==> src/rtl/mem_pkg.sv <==
// Shared encodings for the unified memory port arbiter.
package mem_pkg;

  typedef enum logic [1:0] {
    IDLE   = 2'd0,
    BUSY_I = 2'd1,
    BUSY_D = 2'd2
  } state_t;

  localparam logic [3:0] BE_FULL = 4'hF;

endpackage

==> src/rtl/lat_counter.sv <==
// Loadable down-counter that tracks the fixed memory latency; holds at zero.
module lat_counter #(
  parameter int W = 1
) (
  input  logic         clk,
  input  logic         reset,
  input  logic         load,
  input  logic [W-1:0] load_val,
  output logic [W-1:0] count,
  output logic         zero
);

  always_ff @(posedge clk or posedge reset) begin
    if (reset) begin
      count <= '0;
    end else if (load) begin
      count <= load_val;
    end else if (count != '0) begin
      count <= count - 1'b1;
    end
  end

  assign zero = (count == '0);

endmodule

==> src/rtl/mem_port_arbiter.sv <==
// Arbitrates one single-ported I/D memory between Fetch and Memory stages,
// tracks the fixed-latency access and produces the pipeline stalls.
module mem_port_arbiter
  import mem_pkg::*;
#(
  parameter int MEM_LAT = 2,
  parameter int XLEN    = 32
) (
  input  logic            clk,
  input  logic            reset,
  input  logic            InstrReqF,
  input  logic [XLEN-1:0] PCF,
  input  logic            KillF,
  input  logic            DataReqM,
  input  logic            MemWriteM,
  input  logic [XLEN-1:0] ALUResultM,
  input  logic [XLEN-1:0] WriteDataM,
  input  logic [3:0]      ByteEnM,
  output logic            mem_req,
  output logic            mem_we,
  output logic [XLEN-1:0] mem_addr,
  output logic [XLEN-1:0] mem_wdata,
  output logic [3:0]      mem_be,
  input  logic [XLEN-1:0] mem_rdata,
  output logic [XLEN-1:0] InstrF,
  output logic            InstrValidF,
  output logic [XLEN-1:0] ReadDataM,
  output logic            DataValidM,
  output logic            StallF,
  output logic            StallM,
  output logic [1:0]      dbg_state
);

  localparam int CW = (MEM_LAT > 1) ? $clog2(MEM_LAT) : 1;
  localparam logic [CW-1:0] LOAD_VAL = CW'(MEM_LAT - 1);

  state_t        state_q, state_d;
  logic          drop_q, drop_d;
  logic          cnt_load;
  logic [CW-1:0] cnt;
  logic          cnt_zero;

  lat_counter #(.W(CW)) u_lat_counter (
    .clk      (clk),
    .reset    (reset),
    .load     (cnt_load),
    .load_val (LOAD_VAL),
    .count    (cnt),
    .zero     (cnt_zero)
  );

  always_ff @(posedge clk or posedge reset) begin
    if (reset) begin
      state_q <= IDLE;
      drop_q  <= 1'b0;
    end else begin
      state_q <= state_d;
      drop_q  <= drop_d;
    end
  end

  // Handshake: requesters hold their request and operands stable while the
  // matching stall is high; a one-cycle valid pulse marks completion, after
  // which the requester may change or drop its request.
  always_comb begin
    state_d     = state_q;
    drop_d      = drop_q;
    cnt_load    = 1'b0;
    mem_req     = 1'b0;
    mem_we      = 1'b0;
    mem_addr    = '0;
    mem_wdata   = '0;
    mem_be      = 4'h0;
    InstrF      = '0;
    InstrValidF = 1'b0;
    ReadDataM   = '0;
    DataValidM  = 1'b0;
    StallM      = 1'b0;
    StallF      = 1'b0;
    if (!reset) begin
      case (state_q)
        IDLE: begin
          if (DataReqM) begin
            mem_req   = 1'b1;
            mem_we    = MemWriteM;
            mem_addr  = ALUResultM;
            mem_wdata = WriteDataM;
            mem_be    = MemWriteM ? ByteEnM : BE_FULL;
            cnt_load  = 1'b1;
            state_d   = BUSY_D;
          end else if (InstrReqF && !KillF) begin
            mem_req  = 1'b1;
            mem_addr = PCF;
            mem_be   = BE_FULL;
            cnt_load = 1'b1;
            drop_d   = 1'b0;
            state_d  = BUSY_I;
          end
        end
        BUSY_I: begin
          if (cnt_zero) begin
            InstrF      = mem_rdata;
            InstrValidF = ~(drop_q | KillF);
            drop_d      = 1'b0;
            state_d     = IDLE;
          end else if (KillF) begin
            drop_d = 1'b1;
          end
        end
        BUSY_D: begin
          if (cnt_zero) begin
            ReadDataM  = mem_rdata;
            DataValidM = 1'b1;
            state_d    = IDLE;
          end
        end
        default: state_d = IDLE;
      endcase
      StallM = DataReqM & ~DataValidM;
      StallF = StallM | (InstrReqF & ~InstrValidF & ~KillF);
    end
  end

  assign dbg_state = state_q;

endmodule

==> config.mk <==
export PLATFORM = sky130hd
export DESIGN_NAME = mem_port_arbiter
export DESIGN_NICKNAME = d
export VERILOG_FILES = /design/src/rtl/mem_pkg.sv /design/src/rtl/lat_counter.sv /design/src/rtl/mem_port_arbiter.sv
export SDC_FILE = /design/constraint.sdc
export NUM_CORES = 1
export LEC_CHECK = 0
export CORE_AREA = 2 2 107 109
export CTS_CLUSTER_DIAMETER = 40
export CTS_CLUSTER_SIZE = 12
export DETAILED_ROUTE_END_ITERATION = 10
export DIE_AREA = 0 0 109 111
export PLACE_DENSITY = 0.55
export SETUP_SLACK_MARGIN = 0.05
export SLEW_MARGIN = 40
export SYNTH_ARGS = -nofsm -noshare
export SYNTH_HDL_FRONTEND = slang
export SYNTH_HIERARCHICAL = 1
export SYNTH_SLANG_ARGS = --single-unit
==> constraint.sdc <==
create_clock -name clk -period 3.25 [get_ports clk]
set_input_delay 0.325 -clock clk [delete_from_list [all_inputs] [get_ports clk]]
set_output_delay 0.325 -clock clk [all_outputs]
set_load 0.03 [all_outputs]
# Word level (Yosys, flattened, before mapping)
# Index checks and enable logic that the tools add are counted.
# totals
reg_bits	4
out_inout_bits	140
# op_classes
n_addsub	1
eq_ne	7
n_mux	45
bitwise	10
reduce_logical	7
# op_table
op	count
32-bit two-way mux	12
1-bit two-way mux	23
4-bit two-way mux	5
2-bit two-way mux	3
2-bit != test (second input constant)	3
3-bit != test (second input constant)	2
1-bit inverter	5
5-bit AND reduction	1
2-bit one-hot mux with 2 select lines	1
1-bit AND	3
3-bit AND reduction	1
2-bit by 1-bit == test with 1-bit output (second input constant)	1
2-bit == test (second input constant)	1
2-bit logical NOT	1
1-bit bitwise OR	2
1-bit one-hot mux with 2 select lines	1
2-bit nonzero test	1
2-bit OR reduction	1
1-bit logical AND	1
1-bit logical NOT	1
1-bit subtractor (second input constant)	1

# Longest topological paths before layout
# Gate-level depths: netlist (run 1).
# logic_depth
word_depth	10
depth_mapped	7

# Modules after synthesis
# Netlist (run 1), hierarchy kept.
# modules_own_cells
module	instances	cells_per_inst	area_per_inst_um2
mem_port_arbiter	1	207	1360.1
lat_counter	1	4	38.8

# Worst setup path after synthesis (run 1)
# No wires, ideal clock.
# synth_timing
path_kind	register -> output
startpoint	register state_q[1] (netlist: dbg_state[1])
endpoint	output port mem_be[0]
t_arrival_ns	2.024
path_slack_ns	0.901
stages_incl_launch_ff	6
path_cell_list	dfrtp_1 inv_1 ha_1 nand2b_1 a21oi_1 o21a_1
# synth_via
elab_chain_cells	3
# synth_lines
item	line_no	source
start: declaration	mem_port_arbiter.sv:37	state_t state_q, state_d;
start signal: assignment	mem_port_arbiter.sv:57	state_q <= state_d;
2-bit logical NOT	mem_port_arbiter.sv:81	case (state_q)
4-bit two-way mux	mem_port_arbiter.sv:81	
4-bit two-way mux	mem_port_arbiter.sv:80	if (!reset) begin
end: declaration	mem_port_arbiter.sv:23	output logic [3:0] mem_be,
# No other way between the ends.

# Final worst setup path (run 1)
# layout_timing
startpoint	register state_q[0] (netlist: dbg_state[0])
endpoint	output port mem_addr[26]
# layout_via
elab_chain_cells	3
# layout_lines
item	line_no	source
2-bit logical NOT	mem_port_arbiter.sv:81	
32-bit two-way mux	mem_port_arbiter.sv:81	
32-bit two-way mux	mem_port_arbiter.sv:80	
end: declaration	mem_port_arbiter.sv:21	output logic [XLEN-1:0] mem_addr,
# No other way between the ends.

==> results by group, run 1 <==
Pwr
  – Static leakage: about 1.9 nW
  – Pwr/cell area: 363.3 nW/um2
  – Peak supply drop: 0.0001216 V
  – Clock network fraction of design power: about an eighth
  – Combinational power share: about 83%
  – Psw: ~0.73 mW
  – Int Pwr: roughly 0.76 mW
  – Reg power frac: 4.7%
  – Sw Share: between 40% and 50%

Clock tree
  – Clk sinks: 4
  – Clk_lat worst skew: 0.22 ns
  – H-tree depth: 1
  – CTS buffer count: 3
  – CTS tree: built
  – Setup bufs post-CTS: 0
  – CTS Root Buffer Type: clkbuf_16
  – CTS Buffer Depth: 2
  – Hold_buf cts: 0
  – PostCTS Resize Cnt: 0
  – Clock slew at reported path FFs: around 0.030 ns

Synthesis
  – Register area share after synthesis: 7.156%
  – Synth area leader: and2_1
  – Synth warnings: 6
  – Synth top area share: between 40% and 50%
  – Synth cell types: 29
  – Compound-Gate Fraction of Synth Area: about a quarter
  – Top cells by area, synth: and2_1 (44%), a22o_1 (9.4%), a22oi_1 (9.1%)
  – Simple-gate share of the synthesized area: 56.98%
  – Flops & latches, synth: 4
  – Largest family of logic cells by synthesized area: simple AND/OR/NAND/NOR gates
  – Syn_nets: 352
  – Post-Synth XOR/XNOR Area: 0%
  – Cells after synthesis: 211
  – Avg Cell Area, Syn: approximately 6.6 um2
  – Multiplexer share of the synthesized area: less than 1%
  – Adder-cell area share of the yosys netlist: under 10%
  – Post-Syn Area: 1399 um2

Floorplanning
  – Initial Util: between 10% and 20%
  – Die area: 12100 um2
  – IO Pins: between 200 and 300
  – Core area: around 11000 um2
  – Die Span Y: approximately 110 um
  – # rows: 39
  – Die span in x: about 110 um

Final layout
  – Layout net count: 621
  – Antenna diode count: 0
  – Proportion of layout cells with a drive suffix above 1: a little over a quarter
  – P&R area growth vs syn: 193.5%
  – Fin cells: between 600 and 700

Route
  – DRC violations left: 0
  – DR WL/cell: around 14 um
  – Via density: roughly 4.0
  – First drt pass iteration count: 4
  – Final ANT Viol Nets: 0
  – Detailed router's first-iteration violation count: 81
  – Vias post-DR: about 2.5k
  – Final WL: about 8500 um

Status
  – Status: finished clean

Worst setup path
  – Crit Path Class: flop to output port
  – CP max FO: 17
  – Critical path arrival: about 2.5 ns
  – CP required: 2.92 ns
  – Type of origin of the critical path: flop
  – Element type at the critical path end: output port
  – R2R cell count: 5
  – Flop2flop setup slack: 1.54 ns
  – RR Endpoint: drop_q
  – Reg-to-reg startpoint: dbg_state[0]

Timing
  – # setup viols final: 0
  – RSZ-0062 raised after global routing: false
  – Setup tns final: 0 ns
  – Final period util: between 80 and 90%
  – Setup ws final: 0.3996 ns
  – Setup Skew: 0.001487 ns
  – Minimum clock period: between 2 and 3 ns
  – Fin. max-slew vios: 0
  – Final Hold Vio Count: 0
  – Fmax: 350.8 MHz

GRT
  – Initial antenna violation count: 0
  – Overall Global Routing Usage: around an eighth
  – Largest net degree at the start of global routing: 49
  – Grt ovf: 0
  – Global-route wire length before repair: ~12000 um
  – Vias in the first global route: around 2.4k

Place
  – Pre-CTS setup slack: approximately 0.53 ns
  – Final HPWL DP: 7147 um
  – Placed cell count: just over 600
  – Gp weighted congestion: a little over 0.8
  – Port bufs: approximately 280

Job
  – Max Cap Viol: 0

Worst hold path
  – Worst hold path class: input port to asynchronous set/reset pin
[power by group through the flow]
stage	clock network [mW]	logic, mW	registers [mW]
floorplan	0	0.677	0.0865
detailed placement	0	1.24	0.0709
global placement	0	1.24	0.0705
global route	0.197	1.31	0.0726
CTS	0.194	1.25	0.0705
finish	0.191	1.23	0.0699
[cell type report]
type                       count  area [um2]
sequential                     4       100.1
clock buffer                   3       75.07
multi-input combinational    183        1201
timing repair buffer         282        2527
tap                          143       178.9
inverter                       6       22.52
fill                        1146        6972
[synthesized netlist by cell type]
cell type,count
conb_1,1
a211oi_1,2
nand2_1,2
nor2_1,22
nor3_1,1
nor3b_1,2
o21a_1,4
a22o_1,15
or3b_1,1
a21o_1,1
buf_4,1
nor2b_1,2
o2bb2ai_1,1
mux2_2,1
and2_1,98
inv_1,6
a21oi_1,1
a2bb2oi_1,1
and3_1,2
buf_2,5
nand2b_1,2
nand3b_1,1
and4bb_2,1
a22oi_1,17
clkbuf_1,12
ha_1,3
and2_2,1
a2111oi_2,1
dfrtp_1,4
[registers in the layout (all words and copies together), names as in the netlist]
register / cells
u_lat_counter/count: 1
drop_q: 1
dbg_state: 2
[critical path, cell delays in order, from the launching register on]
cell,delay (ns)
dfrtp_1,0.41
inv_1,0.10
ha_1,0.31
and4bb_2,0.52
a22oi_1,0.13
nor2_1,0.13
clkdlybuf4s50_1,0.69
[metrics by stage]
| step | utilization, % | hold slack (ns) | total power [mW] | instance area (um2) |
|---|---|---|---|---|
| 3_3_place_gp | 36.38 | 0.5240 | 1.312 | 4030 |
| 3_5_place_dp | 36.38 | 0.5222 | 1.312 | 4030 |
| 5_1_grt | 37.06 | 0.4877 | 1.580 | 4105 |
| 4_1_cts | 37.06 | 0.4366 | 1.512 | 4105 |
| 6_report | 37.06 | 0.4331 | 1.491 | 4105 |
| 2_1_floorplan | - | 0.05371 | 0.7638 | 1399 |
[per-layer routing]
layer  share of wire [%]  vias up  GRT usage, %
met2                  52      162         24.27
met4                 1.5        0         3.675
li1                    -     1240             -
met5                   0        -             0
met1                  35     1072         13.45
met3                  11       10         3.233
[worst max-delay path by stage]
stage,startpoint,slack [ns],cells past startpoint,to
after detailed placement,KillF,0.53,5,mem_addr[26]
after floorplan,dbg_state[1],0.90,5,mem_be[0]
after global placement,KillF,0.59,5,mem_addr[27]
after CTS,dbg_state[0],0.37,6,mem_addr[26]
after global routing,dbg_state[0],0.19,6,mem_addr[26]
final,dbg_state[0],0.40,6,mem_addr[26]
[cell usage in the layout, fill, tap and decap left out, types with 2 or more instances in the layout]
cell type	Yosys	final
nor3b_1	2	2
o21a_1	4	4
ha_1	3	3
a22oi_1	17	17
a211oi_1	2	2
nor2b_1	2	2
nand2b_1	2	2
a22o_1	15	15
and2_1	98	98
clkbuf_16	0	3
clkdlybuf4s50_1	0	159
nor2_1	22	21
and3_1	2	2
dfrtp_1	4	4
buf_4	1	122
nand2_1	2	2
inv_1	6	6
[kinds of logic (layout without fill, tap and decap cells)]
logic type	count (synthesis)	count (layout)
flip-flops	4	4
adder cells (fa/ha/maj)	3	3
AO/OA/AOI/OAI	43	43
AND/OR/NAND/NOR	135	135
other	1	1
buffers and inverters	24	291
multiplexers	1	1
Note: power is estimated with default switching activity, not from simulation.
==> run 2: changes to the inputs <==
CORE_AREA = 3 3 108 110   (was 2 2 107 109)
DIE_AREA = 0 0 111 113   (was 0 0 109 111)
==> run 2 against run 1 <==
  * Global-route usage grew 0.66 points
  * Sequential power hardly changed
  * Maximum frequency up 2.7%
  * Cell area is 0.91% higher
  * Largest cell class unchanged
  * Clock power fell by 46%
  * First-iteration DRC count up 69%
  * Via count up 1.4%
  * Combinational power is 3% higher
  * Worst hold slack worse by 0.052 ns
  * Cell count decreased by 0.48%
  * Flip-flop and latch count is the same
==> results by group, run 2 (synthesis gave the netlist of run 1 again) <==
Floorplanning
  – Core area: 10790 um2 (was 11080 um2)
  – IO Pins: 278 (unchanged)
  – Initial Util: 12.96% (was 12.63%)
  – Die Span Y: 113 um (was 111 um)
  – Die area: 12540 um2 (was 12100 um2)
  – Die span in x: 111 um (was 109 um)
  – # rows: 38 (was 39)

Clock tree
  – Setup bufs post-CTS: 0 (unchanged)
  – Hold_buf cts: 0 (unchanged)
  – CTS Buffer Depth: 2 (unchanged)
  – H-tree depth: 1 (unchanged)
  – Clk_lat worst skew: 0.22 ns (about the same)
  – Clock slew at reported path FFs: 0.03 ns (about the same)
  – Clk sinks: 4 (unchanged)
  – CTS buffer count: 3 (unchanged)
  – PostCTS Resize Cnt: 0 (unchanged)
  – CTS Root Buffer Type: clkbuf_8 (was clkbuf_16)
  – CTS tree: built (unchanged)

Final layout
  – Layout net count: 621 (unchanged)
  – Fin cells: 618 (was 621)
  – Most common cell after layout, fill and taps aside: clkdlybuf4s50_1 (unchanged)
  – Largest register FFs: 2 (unchanged)
  – Post-Route Utilization: 38.38% (was 37.06%)
  – Proportion of layout cells with a drive suffix above 1: 27.41% (unchanged)
  – P&R area growth vs syn: 196.2% (was 193.5%)
  – Commonest cells after routing, fill and taps aside: clkdlybuf4s50_1 (159), buf_4 (116), and2_1 (98) (was clkdlybuf4s50_1 (159), buf_4 (122), and2_1 (98))
  – Fillers: 1106 (was 1146)
  – Antenna diode count: 0 (unchanged)

Route
  – Detailed router's first-iteration violation count: 137 (was 81)
  – DR WL/cell: 14.76 um (was 13.64 um)
  – Via density: 4.076 (was 4.000)
  – DRC violations left: 0 (unchanged)
  – Vias post-DR: 2519 (was 2484)
  – Final WL: 9119 um (was 8471 um)
  – Final ANT Viol Nets: 0 (unchanged)
  – First drt pass iteration count: 5 (was 4)

Timing
  – # setup viols final: 0 (unchanged)
  – Fin. max-slew vios: 0 (unchanged)
  – Setup tns final: 0 ns (unchanged)
  – Fmax: 360.2 MHz (was 350.8 MHz)
  – Minimum clock period: 2.776 ns (was 2.850 ns)
  – Setup Skew: 0.004258 ns (was 0.001487 ns)
  – RSZ-0062 raised after global routing: false (unchanged)
  – Final period util: 85.42% (was 87.71%)
  – Setup ws final: 0.4738 ns (was 0.3996 ns)
  – Final Hold Vio Count: 0 (unchanged)

Pwr
  – Pwr/cell area: 348.1 nW/um2 (was 363.3 nW/um2)
  – Reg power frac: 4.9% (was 4.7%)
  – Static leakage: 1.895 nW (was 1.892 nW)
  – Peak supply drop: 0.0001300 V (was 0.0001216 V)
  – Int Pwr: 0.7064 mW (was 0.7596 mW)
  – Combinational power share: 87.9% (was 82.5%)
  – Psw: 0.7356 mW (was 0.7319 mW)
  – Tot Pwr: 1.442 mW (was 1.491 mW)
  – Sw Share: 51.02% (was 49.07%)
  – Clock network fraction of design power: 7.2% (was 12.8%)

GRT
  – Grt ovf: 0 (unchanged)
  – Vias in the first global route: 2529 (was 2389)
  – Global-route wire length before repair: 13740 um (was 12230 um)
  – Initial antenna violation count: 0 (unchanged)
  – Overall Global Routing Usage: 13.42% (was 12.76%)
  – Largest net degree at the start of global routing: 49 (unchanged)

Place
  – Port bufs: 277 (unchanged)
  – Pre-CTS setup slack: 0.5779 ns (was 0.5343 ns)
  – Gp weighted congestion: 0.7871 (was 0.8280)
  – Final HPWL DP: 7999 um (was 7147 um)
  – Placed cell count: 615 (was 618)

Worst setup path
  – CP required: 2.92 ns (about the same)
  – CP max FO: 17 (unchanged)
  – Critical path arrival: 2.45 ns (was 2.53 ns)
  – Element type at the critical path end: output port (unchanged)
  – Type of origin of the critical path: flop (unchanged)
  – Crit Path Class: flop to output port (unchanged)

Job
  – Max Cap Viol: 0 (unchanged)

Worst hold path
  – Worst hold path class: input port to asynchronous set/reset pin (unchanged)

Status
  – Status: finished clean (unchanged)
==> run 2: cell count changes in the layout (fill, tap and decap cells not counted) <==
cell	previous run	this run
buf_4	122	116
clkbuf_8	0	3
clkbuf_16	3	0
buf_12	1	7
==> run 2: power by group through the flow <==
stage	clock (mW)	combinational (mW)	sequential, mW
finish	0.104	1.27	0.0702
global route	0.109	1.35	0.0718
CTS	0.107	1.29	0.0709
detailed placement	0	1.28	0.0713
global placement	0	1.28	0.0711
floorplan	0	0.677	0.0865
==> run 2: layer usage <==
layer  routed length, um  track usage [%]  vias up
met5                   0                0        -
met4                 157            3.777        0
met3                 914            3.743       10
met2                4696            24.72      162
met1                3350            15.15     1110
li1                    -                -     1237
==> run 2: final timing paths <==
kind	start	to	slack [ns]	cells past startpoint
max	dbg_state[0]	mem_addr[16]	0.47	6
min	reset	u_lat_counter/count	0.38	2
max reg2reg	dbg_state[1]	drop_q	1.57	5
min reg2reg	drop_q	drop_q	0.53	1
max in group asynchronous	reset	dbg_state[1]	2.67	2
min in group clk	drop_q	drop_q	0.53	1
==> run 2: worst max-delay path, stage by stage, from the launching register on <==
cell and delay, ns:
dfrtp_1 0.41, inv_1 0.10, ha_1 0.29, and4bb_2 0.52
a22oi_1 0.13, nor2_1 0.11, clkdlybuf4s50_1 0.68
==> run 2: metrics by stage <==
stage / hold WS [ns] / area [um2]
2_1_floorplan: 0.05371 / 1399
3_3_place_gp: 0.5228 / 4101
3_5_place_dp: 0.5249 / 4101
4_1_cts: 0.3874 / 4143
5_1_grt: 0.4192 / 4143
6_report: 0.3811 / 4143
==> run 2: layout make-up <==
cell class,count,area [um2],area share (%)
clock buffer,3,41.29,0.9967
tap,140,175.2,4.228
timing repair buffer,282,2603,62.82
sequential,4,100.1,2.416
multi-input combinational,183,1201,28.99
inverter,6,22.52,0.5436
